### src/rtl/adc_pkg.sv
// Shared definitions for the flash-ADC conversion controller: FSM states and
// the code, result and bubble-counter widths.
package adc_pkg;

    localparam int CODE_W = 15;
    localparam int RES_W  = 4;
    localparam int BCNT_W = 8;

    typedef enum logic [2:0] {
        ST_IDLE,
        ST_SETTLE,
        ST_CAPTURE,
        ST_ACCUM,
        ST_HOLD
    } adc_state_t;

endpackage

### src/rtl/adc_therm_ones_count.sv
// Bubble-tolerant thermometer encoder: counts the ones in the comparator code
// and flags whether the code is a clean 2^n-1 pattern.
module adc_therm_ones_count
    import adc_pkg::*;
(
    input  logic [CODE_W-1:0] code,
    output logic [RES_W-1:0]  ones,
    output logic              therm_ok
);

    logic [CODE_W-1:0] code_inc;

    always_comb begin
        ones = '0;
        for (int i = 0; i < CODE_W; i++) begin
            ones = ones + RES_W'(code[i]);
        end
    end

    // A clean thermometer code has no carry overlap with itself plus one.
    assign code_inc = code + CODE_W'(1);
    assign therm_ok = ~|(code & code_inc);

endmodule

### src/rtl/adc_conv_ctrl.sv
// Conversion controller for a 15-comparator flash ADC: settles, latches and
// averages 2^AVG_LOG2 samples per result, with bubble detection and counting.
module adc_conv_ctrl
    import adc_pkg::*;
#(
    parameter int SETTLE_CYC = 3,
    parameter int AVG_LOG2   = 2
) (
    input  logic              clk,
    input  logic              rst_n,
    input  logic              start,
    input  logic              continuous,
    input  logic [CODE_W-1:0] ith,
    output logic              sample_en,
    output logic              comp_latch,
    output logic [RES_W-1:0]  data_out,
    output logic              data_valid,
    input  logic              data_ready,
    output logic              busy,
    output logic              bubble_err,
    output logic [BCNT_W-1:0] bubble_cnt
);

    localparam int ACC_W = RES_W + AVG_LOG2;
    localparam int CNT_W = AVG_LOG2 + 1;
    localparam logic [CNT_W-1:0] LAST_SAMPLE = CNT_W'((1 << AVG_LOG2) - 1);
    localparam logic [3:0]       SETTLE_LAST = 4'(SETTLE_CYC - 1);

    adc_state_t        state;
    adc_state_t        state_next;
    logic              clr_acc;
    logic              handshake;
    logic [3:0]        settle_cnt;
    logic [CNT_W-1:0]  sample_cnt;
    logic [ACC_W-1:0]  acc;
    logic [ACC_W-1:0]  acc_sum;
    logic [CODE_W-1:0] ith_q;
    logic [RES_W-1:0]  ones;
    logic              therm_ok;

    adc_therm_ones_count u_ones (
        .code     (ith_q),
        .ones     (ones),
        .therm_ok (therm_ok)
    );

    assign handshake  = data_valid && data_ready;
    assign acc_sum    = acc + ACC_W'(ones);
    assign sample_en  = (state == ST_SETTLE);
    assign comp_latch = (state == ST_CAPTURE);
    assign busy       = (state != ST_IDLE);

    always_ff @(posedge clk) begin
        if (!rst_n) begin
            state <= ST_IDLE;
        end else begin
            state <= state_next;
        end
    end

    always_comb begin
        state_next = state;
        clr_acc    = 1'b0;
        case (state)
            ST_IDLE: begin
                if (start) begin
                    state_next = ST_SETTLE;
                    clr_acc    = 1'b1;
                end
            end
            ST_SETTLE: begin
                if (settle_cnt == SETTLE_LAST) begin
                    state_next = ST_CAPTURE;
                end
            end
            ST_CAPTURE: begin
                state_next = ST_ACCUM;
            end
            ST_ACCUM: begin
                if (sample_cnt == LAST_SAMPLE) begin
                    state_next = ST_HOLD;
                end else begin
                    state_next = ST_SETTLE;
                end
            end
            ST_HOLD: begin
                if (handshake) begin
                    if (continuous) begin
                        state_next = ST_SETTLE;
                        clr_acc    = 1'b1;
                    end else begin
                        state_next = ST_IDLE;
                    end
                end
            end
            default: begin
                state_next = ST_IDLE;
            end
        endcase
    end

    // Settle timer runs only while staying in SETTLE, so every entry starts from zero.
    always_ff @(posedge clk) begin
        if (!rst_n) begin
            settle_cnt <= '0;
        end else if (state == ST_SETTLE && state_next == ST_SETTLE) begin
            settle_cnt <= settle_cnt + 4'd1;
        end else begin
            settle_cnt <= '0;
        end
    end

    always_ff @(posedge clk) begin
        if (!rst_n) begin
            sample_cnt <= '0;
            acc        <= '0;
            ith_q      <= '0;
            data_out   <= '0;
            data_valid <= 1'b0;
            bubble_err <= 1'b0;
            bubble_cnt <= '0;
        end else begin
            if (clr_acc) begin
                sample_cnt <= '0;
                acc        <= '0;
            end
            if (state == ST_CAPTURE) begin
                ith_q <= ith;
            end
            if (state == ST_ACCUM) begin
                acc        <= acc_sum;
                sample_cnt <= sample_cnt + CNT_W'(1);
                if (!therm_ok) begin
                    bubble_err <= 1'b1;
                    if (bubble_cnt != '1) begin
                        bubble_cnt <= bubble_cnt + BCNT_W'(1);
                    end
                end
                if (state_next == ST_HOLD) begin
                    data_out <= RES_W'(acc_sum >> AVG_LOG2);
                end
            end
            // Valid rises one cycle into HOLD and drops on the handshake edge.
            data_valid <= (state == ST_HOLD) && (state_next == ST_HOLD);
        end
    end

endmodule

### config.mk
export PLATFORM = sky130hd
export DESIGN_NAME = adc_conv_ctrl
export DESIGN_NICKNAME = d
export VERILOG_FILES = /design/src/rtl/adc_pkg.sv /design/src/rtl/adc_therm_ones_count.sv /design/src/rtl/adc_conv_ctrl.sv
export SDC_FILE = /design/constraint.sdc
export NUM_CORES = 1
export LEC_CHECK = 0
export CORE_MARGIN = 2
export CORE_UTILIZATION = 45
export CTS_CLUSTER_DIAMETER = 100
export CTS_CLUSTER_SIZE = 16
export DETAILED_ROUTE_END_ITERATION = 8
export PLACE_DENSITY = 0.68
export SETUP_SLACK_MARGIN = 0.5
export SYNTH_ARGS = -nofsm -noshare
export SYNTH_HDL_FRONTEND = slang
export SYNTH_SLANG_ARGS = --single-unit
### constraint.sdc
create_clock -name clk -period 10.88 [get_ports clk]
set_input_delay 3.264 -clock clk [delete_from_list [all_inputs] [get_ports clk]]
set_output_delay 3.264 -clock clk [all_outputs]
set_load 0.05 [all_outputs]
Word level (Yosys, flattened, before mapping)
Index checks and enable logic that the tools add are counted.

operators by class
  add/sub/neg operators = 19
  equality and inequality tests = 9
  multiplexer cells = 14
  bitwise operators = 1
  reductions and logical operators = 11

operators with widths
  operator               count
  $add 4x1->4            13
  $mux 3                 6
  $add 15x1->15 const B  1
  $and 15x15->15         1
  $pmux 3 s5             1
  $reduce_or 15->1       1
  $mux 6                 2
  $eq 3x2->1 const B     3
  $add 8x1->8 const B    1
  $ne 8x8->1 const B     1
  $add 6x4->6            1
  $eq 3x1->1 const B     2
  $eq 3x3->1 const B     2
  $reduce_and 2->1       3
  $add 4x1->4 const B    1
  $eq 4x2->1 const B     1
  $mux 1                 4
  $add 3x1->3 const B    1
  $logic_and 1x1->1      3
  $logic_not 3->1        1
  $reduce_and 3->1       1
  $reduce_bool 3->1      1
  $add 1x1->2            1
  $pmux 1 s2             1
  $reduce_bool 2->1      1

word-level totals
  bits in registers = 45
  input bits = 20
  output and inout port bits = 17
  word-level logic and storage cells = 63

Logic depth before layout (Yosys ltp)
  depth in word-level cells = 16
  depth in mapped cells = 18
  depth with buffers taken out = 18

By module
Synthesis repeated with hierarchy kept, for this count alone.

unflattened totals
  cell total of the unflattened synthesis = 288
  area, all modules = 2546.2 sq um

modules (own cells, without submodules)
  module                instances  cells each  area each (sq um)  sequential area each (sq um)
  adc_conv_ctrl         1          226         2035.7             900.9
  adc_therm_ones_count  1          62          510.5              0.0

Least setup slack after synthesis
No wires, ideal clock.

  path type = register -> output
  start point = reg state[2]
  end point = out sample_en
  arrival = 1.700 ns
  required time = 7.616 ns
  setup slack = 5.916 ns
  cell stages (with the launch flop) = 3
  path buffers = 1
  path through = dfxtp_1 clkbuf_1 nor3b_1

between the ends
  word-level cells in the longest chain between the ends = 1

RTL lines
  item                    RTL line             text
  start, declared         adc_conv_ctrl.sv:29  adc_state_t state;
  start signal, assigned  adc_conv_ctrl.sv:57  state <= state_next;
  $eq 3x1->1              adc_conv_ctrl.sv:49  assign sample_en = (state == ST_SETTLE);
  end, declared           adc_conv_ctrl.sv:14  output logic sample_en,

Every way passes these cells.

Worst setup path in the final report
  start point = reg state[1]
  end point = out comp_latch

between the ends
  word-level cells in the longest chain between the ends = 1

RTL lines
  item           RTL line             text
  $eq 3x2->1     adc_conv_ctrl.sv:50  assign comp_latch = (state == ST_CAPTURE);
  end, declared  adc_conv_ctrl.sv:15  output logic comp_latch,

Every way passes these cells.

==> qor.csv <==
stage,metric,value,unit
status,status,"finished, final reports clean",
synthesis,synth_area_leaders,"dfxtp_1, ha_1, fa_1",
die,start_util,46.3,%
synthesis,avgSynthCellArea,8.61,µm²
placed_design,place_hpwl,3730,µm
global_routing,grt_pass1_vias,1889,
placed_design,dpl_cell_area,2930,µm²
global_routing,grt_usage,16.4,%
cts,clock-sinks,45,
pwr,power.density,92.7,nW/µm²
routing,wl_per_cell,12.0,µm
synthesis,synth_top_area_share,35.6,%
pwr,combinationalPowerShare,7.0,%
pwr,sw_frac_of_total,21.9,%
synthesis,netlist_instances,294,
cts,post_cts_buffers,0,
cts,cts_buffer_depth,2,
synthesis,ys_types,48,
routing,ant_nets,0,
setup_path,path_class,register to output port,
synthesis,synth_seq_area_share,35.6,%
die,chipHeight,79,µm
pwr,intPower,0.217,mW
die,dieArea,6240,µm²
finish,syn2layout_area_growth,18.5,%
sta,slew_headroom,38.3,%
cts,cts_tree,built,
routing,avgViaCountPerCell,5.15,
synthesis,synth_edf_count,0,
routing,totalWireLength,4740,µm
setup_path,cp.arrival,2.53,ns
pwr,leakagePower,1.17,nW
hold_path,min_path_type,register to register,
sta,finClkSkew,0.00338,ns
die,core-area,5470,µm²
global_routing,use_met1,21.2,%
setup_path,cp.required,7.62,ns
flow_run,maxCapViolCount,0,
synthesis,ys.flop_type,dfxtp_1,
routing,via_count,2040,
cts,clockRootBuffer,clkbuf_8,
synthesis,synth_warnings,0,
synthesis,synth-seq-cells,45,
setup_path,end_kind,output port,
global_routing,busiest_layer,met2,
routing,remaining_drc_errors,0,
setup_path,start_kind,register,
cts,path_clk_slew,0.08,ns
cts,clkLatencyLatePin,0.29,ns
pwr,ir_worst_vdd,0.0570,mV
sta,final_hold_viol_count,0,
synthesis,synth_area,2530,µm²
pwr,power_frac_seq,59.9,%
synthesis,syn_nets,341,
pwr,clock_power_share,33.1,%
setup_path,cp_max_fo,16,
sta,fmax,173,MHz
routing,drtPass1Iterations,4,
die,num_rows,27,
cts,numCtsBuffers,5,
global_routing,met2_usage,27.1,%
sta,setup_violations,0,
die,io_pins,37,
sta,finalMaxSlewViolations,0,
cts,cts_hold_buffers,0,
synthesis,async_flop_share,0,%
cts,ctsResizeCount,0,
cts,h-tree-depth,2,
global_routing,antenna_found_initial,0,
finish,nNetsFinal,372,
finish,utilization,54.8,%
synthesis,netlist.top_cell.by_area,dfxtp_1,
finish,n_antenna_cell,0,
finish,fin_area,3000,µm²
sta,final.period_utilization,53.3,%
sta,tns,0,ns
global_routing,grt_max_degree,36,
placed_design,port_buffers,36,
global_routing,gr-usage-met3,3.52,%
global_routing,grt_pass1_wl,8270,µm
sta,grt_setup_unrepaired,false,
finish,final_layout_size_suffix_gt1_share,4.32,%
pwr,total_power,0.278,mW
pwr,p_switching,0.0609,mW
placed_design,place.gp.congestion,0.876,
die,die_x,79,µm
sta,worst-slew-pin-transition,0.919,ns
routing,drt_iter0_drc,70,
global_routing,overflow,0,
sta,period_needed,5.80,ns
## placed cells by master (no fill, tap or decap), drive strengths merged, types with 2 or more instances in the layout
cell type / n
nor3: 4
nand4: 3
clkdlybuf4s50: 36
a21o: 3
nand2b: 2
dfxtp: 45
o31ai: 5
a22oi: 5
and3: 4
o311ai: 2
clkinv: 2
clkbuf: 5
inv: 30
nor2b: 3
nand2: 47
xor2: 3
a21oi: 31
nor2: 25
fa: 10
xnor2: 5
o41ai: 3
or4: 3
mux2i: 5
nand3: 7
ha: 17
o21ai: 5
## layout make-up
class | instances | area (µm²)
Timing Repair Buffer | 36 | 360
Fill cell | 535 | 2470
Tap cell | 72 | 90.1
Sequential cell | 45 | 901
Multi-Input combinational cell | 206 | 1460
Inverter | 31 | 116
Clock buffer | 5 | 68.8
Clock inverter | 1 | 5.00
## flip-flops by register name, indices dropped and copies added, names as in the netlist
signal	flops
settle_cnt	4
sample_cnt	3
bubble_err	1
ith_q	15
state	3
bubble_cnt	8
data_valid	1
data_out	4
acc	6
## power by group through the flow
| stage | logic (mW) | registers, mW | clock network, mW |
|---|---|---|---|
| floorplan | 0.0107 | 0.170 | 0 |
| global placement | 0.0195 | 0.171 | 0 |
| detailed placement | 0.0195 | 0.171 | 0 |
| CTS | 0.0196 | 0.167 | 0.0957 |
| global route | 0.0211 | 0.167 | 0.104 |
| finish | 0.0194 | 0.167 | 0.0921 |
## path summary, 6_finish.rpt
path | start | end | slack (ns) | depth (start not counted)
max reg2reg | ith_q[0] | acc[5] | 6.02 | 16
min reg2reg | bubble_err | bubble_err | 0.45 | 2
max | state[1] | comp_latch | 5.08 | 3
min | bubble_err | bubble_err | 0.45 | 2
## cell usage after synthesis, drive strengths merged (2+ instances only)
library cell	n
a21o	3
a21oi	31
a22oi	5
and3	4
buf	3
clkbuf	9
dfxtp	45
fa	10
ha	17
inv	30
mux2i	5
nand2	47
nand2b	2
nand3	7
nand4	3
nor2	25
nor2b	3
nor3	4
o21ai	5
o311ai	2
o31ai	5
o41ai	3
or4	3
xnor2	5
xor2	3
## critical path, stage by stage, from the launching register on
cell and delay [ns]:
dfxtp_1 0.49, nand2_1 0.38, inv_1 0.47, clkdlybuf4s50_1 0.89
## stage by stage
stage               cells  worst slack [ns]  hold WS [ns]
finish                396              5.08         0.452
global route          396              4.80         0.485
CTS                   396              5.05         0.458
detailed placement    390              5.27         0.446
global placement      390              5.32         0.441
floorplan             294              5.92         0.430
## layer usage
layer | part of all wire (%) | vias to the layer above
met5 | 0 | -
met4 | 1.9 | 0
met3 | 4.2 | 11
met2 | 48 | 42
met1 | 46 | 929
li1 | - | 1058
## cells by family (layout without fill, tap and decap cells)
logic type,after synthesis,after routing,synth area share [%]
AO/OA/AOI/OAI,61,61,16.1
XOR/XNOR,8,8,2.77
adder cells (fa/ha/maj),27,27,16.3
buffers and inverters,43,73,6.77
flip-flops,45,45,35.6
multiplexers,5,5,1.98
AND/OR/NAND/NOR,105,105,20.5
Power figures use the tool's default switching activity.
